--- src/rtl/cache_mem_arbiter_pkg.sv ---
// -----------------------------------------------------------------------------
// cache_mem_arbiter_pkg
//   Shared types for the instruction/data cache to main-memory arbiter.
//   Block geometry, whole-block request/response structs, arbiter FSM states,
//   one-hot grant encoding and the default watchdog length.
// -----------------------------------------------------------------------------
package cache_mem_arbiter_pkg;

   localparam int BLOCK_SIZE         = 2;
   localparam int ADDR_WIDTH         = 32;
   localparam int WORD_WIDTH         = 32;
   localparam int ARB_TIMEOUT_CYCLES = 1024;

   typedef logic [BLOCK_SIZE-1:0][WORD_WIDTH-1:0] block_t;

   typedef struct packed {
      logic                  cs;
      logic                  rw;
      logic [ADDR_WIDTH-1:0] addr;
      block_t                data;
   } memory_request_t;

   typedef struct packed {
      logic   ack;
      block_t data;
   } memory_response_t;

   typedef enum logic [1:0] {
      ARB_IDLE,
      ARB_BUSY,
      ARB_RELEASE
   } arb_state_t;

   // One-hot owner: bit0 = instruction cache, bit1 = data cache.
   typedef logic [1:0] grant_t;
   localparam grant_t GRANT_NONE = 2'b00;
   localparam grant_t GRANT_I    = 2'b01;
   localparam grant_t GRANT_D    = 2'b10;

endpackage

--- src/rtl/cache_mem_arbiter_if.sv ---
// -----------------------------------------------------------------------------
// cache_mem_arbiter_if
//   One block-transfer port: a request travelling from master to slave and a
//   response travelling back.
//   master : drives req, receives resp (a cache, or the arbiter toward memory)
//   slave  : receives req, drives resp (the arbiter toward a cache, or memory)
// -----------------------------------------------------------------------------
interface cache_mem_arbiter_if;
   import cache_mem_arbiter_pkg::*;

   memory_request_t  req;
   memory_response_t resp;

   modport master (output req, input resp);
   modport slave  (input req, output resp);

endinterface

--- src/rtl/cache_mem_arbiter_rr_arbiter2.sv ---
// -----------------------------------------------------------------------------
// rr_arbiter2
//   Combinational two-way round-robin pick.
//   i_req[0]      : instruction cache requesting
//   i_req[1]      : data cache requesting
//   i_last_grant  : owner of the previous transfer
//   o_winner      : one-hot winner, GRANT_NONE when nobody requests
// -----------------------------------------------------------------------------
module rr_arbiter2
   import cache_mem_arbiter_pkg::*;
(
   input  logic [1:0] i_req,
   input  grant_t     i_last_grant,
   output grant_t     o_winner
);

   always_comb begin
      o_winner = GRANT_NONE;
      case (i_req)
         2'b01:   o_winner = GRANT_I;
         2'b10:   o_winner = GRANT_D;
         // Tie: whoever did not go last wins, giving strict alternation.
         2'b11:   o_winner = (i_last_grant == GRANT_I) ? GRANT_D : GRANT_I;
         default: o_winner = GRANT_NONE;
      endcase
   end

endmodule

--- src/rtl/cache_mem_arbiter.sv ---
// -----------------------------------------------------------------------------
// cache_mem_arbiter
//   Shares the single main-memory block port between the instruction cache and
//   the data cache. The winning request is latched and held stable toward
//   memory until ack; the ack is routed back to the winner only. Round-robin on
//   ties, and a watchdog forces completion if memory never answers.
//
//   clk          : system clock, all state on rising edge
//   rst_n        : asynchronous active-low reset
//   i_bus        : instruction-cache port (slave side)
//   d_bus        : data-cache port (slave side)
//   mem_bus      : main-memory port (master side)
//   grant        : one-hot current owner, 00 when idle / releasing
//   timeout_err  : sticky watchdog flag, cleared only by reset
// -----------------------------------------------------------------------------
module cache_mem_arbiter
   import cache_mem_arbiter_pkg::*;
#(
   parameter int TIMEOUT_CYCLES = ARB_TIMEOUT_CYCLES,
   parameter int CNT_WIDTH      = $clog2(TIMEOUT_CYCLES + 1)
)(
   input  logic                clk,
   input  logic                rst_n,
   cache_mem_arbiter_if.slave  i_bus,
   cache_mem_arbiter_if.slave  d_bus,
   cache_mem_arbiter_if.master mem_bus,
   output grant_t              grant,
   output logic                timeout_err
);

   // Watchdog count on the last BUSY cycle allowed before forced completion.
   localparam int                   TO_LAST_INT = (TIMEOUT_CYCLES > 0) ? TIMEOUT_CYCLES - 1 : 0;
   localparam logic [CNT_WIDTH-1:0] TO_LAST     = TO_LAST_INT[CNT_WIDTH-1:0];

   arb_state_t           r_state,       w_state_next;
   grant_t               r_grant,       w_grant_next;
   grant_t               r_last_grant,  w_last_grant_next;
   memory_request_t      r_req,         w_req_next;
   logic [CNT_WIDTH-1:0] r_watchdog,    w_watchdog_next;
   logic                 r_timeout_err, w_timeout_err_next;

   grant_t               w_winner;
   logic                 w_busy;
   logic                 w_mem_ack;
   logic                 w_to_hit;
   logic                 w_timeout_fire;
   logic                 w_win_ack;
   memory_request_t      w_mem_req;
   memory_response_t     w_i_resp;
   memory_response_t     w_d_resp;

   rr_arbiter2 u_rr (
      .i_req        ({d_bus.req.cs, i_bus.req.cs}),
      .i_last_grant (r_last_grant),
      .o_winner     (w_winner)
   );

   assign w_busy         = (r_state == ARB_BUSY);
   assign w_mem_ack      = mem_bus.resp.ack;
   assign w_to_hit       = (TIMEOUT_CYCLES != 0) && (r_watchdog == TO_LAST);
   // A real ack in the same cycle as the watchdog limit takes priority.
   assign w_timeout_fire = w_busy && !w_mem_ack && w_to_hit;
   assign w_win_ack      = w_busy && (w_mem_ack || w_timeout_fire);

   // ---------------------------------------------------------------- state
   always_ff @(posedge clk or negedge rst_n) begin
      if (!rst_n) begin
         r_state       <= ARB_IDLE;
         r_grant       <= GRANT_NONE;
         r_last_grant  <= GRANT_I;
         r_req         <= '0;
         r_watchdog    <= '0;
         r_timeout_err <= 1'b0;
      end else begin
         r_state       <= w_state_next;
         r_grant       <= w_grant_next;
         r_last_grant  <= w_last_grant_next;
         r_req         <= w_req_next;
         r_watchdog    <= w_watchdog_next;
         r_timeout_err <= w_timeout_err_next;
      end
   end

   // ------------------------------------------------------- next state
   always_comb begin
      w_state_next       = r_state;
      w_grant_next       = r_grant;
      w_last_grant_next  = r_last_grant;
      w_req_next         = r_req;
      w_watchdog_next    = r_watchdog;
      w_timeout_err_next = r_timeout_err;

      case (r_state)
         ARB_IDLE: begin
            if (w_winner != GRANT_NONE) begin
               w_state_next      = ARB_BUSY;
               w_grant_next      = w_winner;
               w_last_grant_next = w_winner;
               w_watchdog_next   = '0;
               // Private copy: the requester may change its bus while granted.
               w_req_next        = (w_winner == GRANT_D) ? d_bus.req : i_bus.req;
               w_req_next.cs     = 1'b0;
            end
         end

         ARB_BUSY: begin
            w_watchdog_next = r_watchdog + CNT_WIDTH'(1);
            if (w_mem_ack) begin
               w_state_next = ARB_RELEASE;
               w_grant_next = GRANT_NONE;
            end else if (w_to_hit) begin
               w_state_next       = ARB_RELEASE;
               w_grant_next       = GRANT_NONE;
               w_timeout_err_next = 1'b1;
            end
         end

         ARB_RELEASE: begin
            w_state_next = ARB_IDLE;
         end

         default: begin
            w_state_next = ARB_IDLE;
            w_grant_next = GRANT_NONE;
         end
      endcase
   end

   // ---------------------------------------------------------- outputs
   always_comb begin
      w_mem_req    = r_req;
      w_mem_req.cs = w_busy;
   end

   always_comb begin
      w_i_resp      = '0;
      w_d_resp      = '0;
      // Forced timeout completion returns a zero block so the cache sees
      // deterministic data rather than whatever memory is driving.
      w_i_resp.data = w_timeout_fire ? '0 : mem_bus.resp.data;
      w_d_resp.data = w_timeout_fire ? '0 : mem_bus.resp.data;
      w_i_resp.ack  = w_win_ack && (r_grant == GRANT_I);
      w_d_resp.ack  = w_win_ack && (r_grant == GRANT_D);
   end

   assign mem_bus.req = w_mem_req;
   assign i_bus.resp  = w_i_resp;
   assign d_bus.resp  = w_d_resp;
   assign grant       = r_grant;
   assign timeout_err = r_timeout_err;

endmodule
--- src/flat_wrapper.sv ---
// flat-port wrapper written by rule: the top's interface ports become plain ports
module cache_mem_arbiter_flat import cache_mem_arbiter_pkg::*;
#(
   parameter int TIMEOUT_CYCLES = ARB_TIMEOUT_CYCLES,
   parameter int CNT_WIDTH      = $clog2(TIMEOUT_CYCLES + 1)
)
  (clk, rst_n, grant, timeout_err, i_bus_req, i_bus_resp, d_bus_req, d_bus_resp, mem_bus_req, mem_bus_resp);
  cache_mem_arbiter_if i_bus_i ();
  cache_mem_arbiter_if d_bus_i ();
  cache_mem_arbiter_if mem_bus_i ();
  input  logic clk;
  input  logic rst_n;
  output grant_t grant;
  output logic timeout_err;
  input wire logic [$bits(i_bus_i.req)-1:0] i_bus_req;
  output wire logic [$bits(i_bus_i.resp)-1:0] i_bus_resp;
  input wire logic [$bits(d_bus_i.req)-1:0] d_bus_req;
  output wire logic [$bits(d_bus_i.resp)-1:0] d_bus_resp;
  output wire logic [$bits(mem_bus_i.req)-1:0] mem_bus_req;
  input wire logic [$bits(mem_bus_i.resp)-1:0] mem_bus_resp;
  assign i_bus_i.req = i_bus_req;
  assign i_bus_resp = i_bus_i.resp;
  assign d_bus_i.req = d_bus_req;
  assign d_bus_resp = d_bus_i.resp;
  assign mem_bus_req = mem_bus_i.req;
  assign mem_bus_i.resp = mem_bus_resp;
  cache_mem_arbiter #(.TIMEOUT_CYCLES(TIMEOUT_CYCLES), .CNT_WIDTH(CNT_WIDTH)) u_core (.clk(clk), .rst_n(rst_n), .i_bus(i_bus_i), .d_bus(d_bus_i), .mem_bus(mem_bus_i), .grant(grant), .timeout_err(timeout_err));
endmodule
--- config.mk ---
export PLATFORM = sky130hd
export DESIGN_NAME = cache_mem_arbiter_flat
export DESIGN_NICKNAME = d
export VERILOG_FILES = /design/src/rtl/cache_mem_arbiter_pkg.sv /design/src/rtl/cache_mem_arbiter_if.sv /design/src/rtl/cache_mem_arbiter_rr_arbiter2.sv /design/src/rtl/cache_mem_arbiter.sv /design/src/flat_wrapper.sv
export SDC_FILE = /design/constraint.sdc
export NUM_CORES = 1
export LEC_CHECK = 0
export BUFFER_PORTS_ARGS = -buffer_cell sky130_fd_sc_hd__buf_4
export CAP_MARGIN = 10
export CORE_AREA = 2 2 193 195
export CTS_CLUSTER_SIZE = 25
export DETAILED_ROUTE_END_ITERATION = 16
export DIE_AREA = 0 0 195 197
export GPL_TIMING_DRIVEN = 0
export PLACE_DENSITY = 0.54
export SLEW_MARGIN = 20
export SYNTH_ARGS = -nofsm -noshare
export SYNTH_HDL_FRONTEND = slang
export SYNTH_HIERARCHICAL = 1
export SYNTH_SLANG_ARGS = --single-unit
--- constraint.sdc ---
create_clock -name clk -period 2.4 [get_ports clk]
set_input_delay 0.12 -clock clk [delete_from_list [all_inputs] [get_ports clk]]
set_output_delay 0.12 -clock clk [all_outputs]
set_load 0.02 [all_outputs]
## After elaboration in Yosys (flattened, before gate mapping)

Index checks and enable logic that the tools add are counted.

- Register bits after elaboration: 115
- Output and inout bits: 231
- Logic and storage cells: 53

- Add/subtract/negate cells: 1
- Equal/unequal tests: 12
- Muxes and demuxes: 14
- Bitwise operators: 2
- Reduce and logical (&&, ||, !) cells: 15

Operator list:

| operator | count |
|---|---|
| two-way mux 97 bit | 1 |
| two-way mux 64 bit | 1 |
| case mux 11 bit (2 select lines) | 1 |
| two-way mux 2 bit | 7 |
| case mux 2 bit (3 select lines) | 2 |
| adder 11 x 1 -> 11 bit, second input constant | 1 |
| == test 11 x 10 -> 1 bit, second input constant | 1 |
| two-way mux 11 bit | 1 |
| == test 2 bit, second input constant | 5 |
| == test 2 x 1 -> 1 bit, second input constant | 4 |
| AND reduction 2 bit | 3 |
| AND reduction 3 bit | 2 |
| logical AND 1 bit | 5 |
| case mux 2 bit (2 select lines) | 1 |
| nonzero test 2 bit | 2 |
| != test 3 bit, second input constant | 1 |
| zero test 2 bit | 1 |
| != test 2 x 1 -> 1 bit, second input constant | 1 |
| NOT 1 bit | 2 |
| zero test 1 bit | 1 |
| logical OR 1 bit | 1 |

## Logic depth before layout (Yosys ltp)

- Depth after elaboration: 6
- Mapped depth: 8
- Gate-level depth less buffers: 5

## Hierarchy

The synthesis kept the hierarchy.

By module, submodules not included:

| module | times used | cells each | area an instance (µm²) | seq. area each (µm²) |
|---|---|---|---|---|
| cache_mem_arbiter | 1 | 650 | 6218.5 | 2879.0 |
| rr_arbiter2 | 1 | 4 | 30.0 | 0.0 |

## Least setup slack after synthesis

OpenSTA, ideal clock, no wires.

- Path type: flip-flop to output port
- Start point: register u_core.r_watchdog[0]
- End point: output port i_bus_resp[14]
- Arrival time: 1892 ps
- Slack: 388 ps
- Cell stages (with the launch flop): 9
- Path buffers: 3
- Cell sequence: dfrtp_1 -> ha_1 -> nand3_1 -> nor4_4 -> nor3b_2 -> buf_4 -> buf_4 -> nor2b_1 -> buf_4

- Word-level cells in the longest chain between the ends: 3

RTL lines:

| item | line | text |
|---|---|---|
| from (decl) | cache_mem_arbiter.sv:39 | `logic [CNT_WIDTH-1:0] r_watchdog, w_watchdog_next;` |
| from (signal assigned) | cache_mem_arbiter.sv:79 | `r_watchdog <= w_watchdog_next;` |
| == test 11 x 10 -> 1 bit | cache_mem_arbiter.sv:60 | `assign w_to_hit = (TIMEOUT_CYCLES != 0) && (r_watchdog == TO_LAST);` |
| logical AND 1 bit | cache_mem_arbiter.sv:62 | `assign w_timeout_fire = w_busy && !w_mem_ack && w_to_hit;` |
| two-way mux 64 bit | - |  |
| to (decl) | flat_wrapper.sv:16 | `output wire logic [$bits(i_bus_i.resp)-1:0] i_bus_resp;` |

No other way between the ends.

## Final worst setup path

- Start point: register u_core.r_watchdog[1]
- End point: output port i_bus_resp[56]

- Word-level cells in the longest chain between the ends: 3

RTL lines:

| item | line | text |
|---|---|---|
| == test 11 x 10 -> 1 bit | cache_mem_arbiter.sv:60 |  |
| logical AND 1 bit | cache_mem_arbiter.sv:62 |  |
| two-way mux 64 bit | cache_mem_arbiter.sv:140 | `w_i_resp.data = w_timeout_fire ? '0 : mem_bus.resp.data;` |

No other way between the ends.

==> reports/qor.txt <==
Max FO, Critical Path - 10
Status - completed
Post-synth EDFFs - 0
Crit-path cells - ha_4 > nand3_4 > nor4_4 > nor3b_4 > buf_6 > buf_8 > nor2b_1 > buf_4 > buf_4
RR Startpoint - u_core/r_last_grant[0]$_DFFE_PN1P_
Fraction of layout cells with a size suffix above 1 - 50.8%
Synth-to-layout area growth - 102%
CTS tree - yes
Lkg Pwr - 6.21 nW
Synth area leader - dfrtp_1
Global-route wire length before repair - 44.2 mm
Post-synth net total - 918
Max-Cap Viols - 0
Final net count - 1541
Clock-pin slew on the worst setup and hold paths - 0.06 ns
# IOs - 494
Die area - 38400 um^2
R2R cell count - 8
Flop2flop setup slack - 0.09 ns
Worst relative slew slack - 52.3%
Fin crit share - 99.3%
CTS root buf - clkbuf_16
Slew @ Worst Pin - 0.710 ns
Post-DP HPWL - 24.6 mm
Final Hold Viols - 0
GRT Total Usage - 15.7%
H-tree levels - 4
Slowest CP cell - dfrtp_1
Final Max Slew Viols - 0
Largest stage delay, worst path - 0.41 ns
GRT overflow - 0
Placed Cells - 1616
DR vias - 7054
Final RePlAce weighted congestion - 0.836
Clock Latency Late Sink - 0.42 ns
Top cells by area, synth - dfrtp_1, mux2i_1, o21ai_0
Tmin final - 2.38 ns
Final wirelength - 31.3 mm
CP Capture Point - i_bus_resp[56]
Cell count after synthesis - 654
Post-synth top cells - nand2_1, dfrtp_1, o21ai_0, mux2i_1, buf_4
Met1 Track Usage GR - 17.0%
Critical Path End Type - output port
Clk buf depth - 2
DRT antenna net count - 0
Drc violations - 0
Reg-to-reg endpoint - u_core/mem_bus.req[13]$_DFFE_PN0P_
Cell repeated most along the worst path - buf_4
Worst endpoint required time - 2.28 ns
Final setup TNS - 0 ns
Synth Register Bits - 115
Synth unique cells - 34
I/O Buffers - 493
Number of antenna violations at the first check in global routing - 8
Max IR drop VDD - 458 uV
Crit path kind - reg -> out
Ys async rst share - 100%
Hold Path Stages - 3
Critical path startpoint category - flip-flop
Vias in the first global route - 7090
Die height - 197 um
CTS Buf Count - 17
Power density over the cells - 936 nW/um^2
CTS Sinks - 115
Row count - 70
Pin count of the biggest net entering global routing - 67
Via density - 4.00
Worst Setup SP - u_core/r_watchdog[1]$_DFFE_PN0P_
Global-route met2 utilization - 28.8%
Sequential fraction of the synthesis area - 46.1%
Die Span X - 195 um
HP Class - in -> reg
Worst Skew - 0.0124 ns
Avg Inst Size Synth - 9.55 um^2
Post-synth top flop - dfrtp_1
Fmax - 420 MHz
M3 GR Usage - 3.56%
First-pass DRT Iterations - 4
Finished Layout Cells - 1764
GR peak layer - met2
Core box area - 36300 um^2
RSZ-0062 raised after global routing - true
Endpoints failing setup - 0
Top cell type's share of synthesized area - 45.7%
Initial Util - 17.2%
Ys Warns - 6
Cell Area, Synth - 6250 um^2
Critical path arrival - 2.26 ns
Wire per inst - 17.8 um
Initial DRC count - 239
Count leader, synth - nand2_1
## state kept, by name (all words and copies together), names as in the netlist
register,count
u_core/r_state,2
u_core/r_watchdog,11
u_core/grant,2
u_core/mem_bus.req,97
u_core/r_last_grant,2
u_core/timeout_err,1
## report_power, final
| group | leakage (nW) | internal (mW) | switching, mW | total [mW] |
|---|---|---|---|---|
| registers | 1.43 | 2.82 | 0.505 | 3.33 |
| logic | 4.48 | 2.43 | 3.35 | 5.78 |
| clock network | 0.294 | 1.73 | 0.952 | 2.68 |
## routing by layer
metal,vias up,wire (um)
li1,3383,-
met1,3305,11800
met2,329,16600
met3,37,1890
met4,0,1050
met5,-,0
## kinds of logic (layout without fill, tap and decap cells)
logic type               count (synthesis)  in the layout  share of synthesized area, %
other                                    0              7                             0
AO/OA/AOI/OAI                          122            122                          10.2
buffers and inverters                  112            747                          11.5
AND/OR/NAND/NOR                        205            205                          16.2
flip-flops                             115            115                          46.1
multiplexers                            99             99                          15.9
adder cells (fa/ha/maj)                  1              1                         0.200
## metrics by stage
step / total power, mW / hold WS, ns / instance area (um^2) / setup WS [ns] / util [%]
2_1_floorplan: 6.15 / -0.176 / 6250 / 0.388 / -
3_3_place_gp: 8.89 / 0.371 / 10500 / -0.625 / 29.1
3_5_place_dp: 8.97 / 0.111 / 10600 / -0.676 / 29.1
4_1_cts: 12.0 / 0.000364 / 12400 / -0.00225 / 34.1
5_1_grt: 12.6 / 0.000462 / 12600 / -0.132 / 34.8
6_report: 11.8 / 0.0170 / 12600 / 0.0169 / 34.8
## worst max-delay path, delay by kind of cell (launching register included)
family	cells	cell delay, ns
simple gates	4	0.61
fa+ha+maj	1	0.19
buf+inv	4	0.63
flops	1	0.41
## layout by cell type (no fill, tap or decap), types with 5 or more instances in the layout
cell type,n
buf_4,544
nand2_1,115
nor2b_2,9
mux2i_1,97
buf_6,26
diode_2,7
buf_2,12
nor2b_4,10
inv_1,6
dfrtp_1,113
nand3_1,5
clkbuf_16,18
nor2b_1,47
clkbuf_1,12
o21ai_0,107
dlygate4sd3_1,106
## worst min path at each step
stage | startpoint | endpoint
floorplan | rst_n | u_core/grant[0]$_DFFE_PN0P_
global placement | mem_bus_resp[64] | u_core/r_state[0]$_DFFE_PN0P_
detailed placement | rst_n | u_core/mem_bus.req[52]$_DFFE_PN0P_
CTS | d_bus_req[14] | u_core/mem_bus.req[14]$_DFFE_PN0P_
global route | d_bus_req[30] | u_core/mem_bus.req[30]$_DFFE_PN0P_
finish | d_bus_req[26] | u_core/mem_bus.req[26]$_DFFE_PN0P_
## what timing repair did
| item | 4_1_cts | 5_1_grt |
|---|---|---|
| endpoints found under the hold margin | 109 | 1 |
| endpoints found under the setup margin | 233 | 141 |
| pin swaps | 2 | 1 |
| cloned | 1 | 1 |
| gates resized for setup | 31 | 56 |
| buffers inserted | 5 | 7 |
| hold buffers | 105 | 1 |
## layout make-up
cell class,instances,area (um^2)
antenna,7,17.5
buffer,97,704
clock buffer,22,484
clock inverter,9,128
fill,3725,23700
inverter,6,22.5
multi-input combinational,427,2800
sequential,115,2880
tap,468,586
timing repair buffer,613,4980
(Power assumes the default switching activity.)
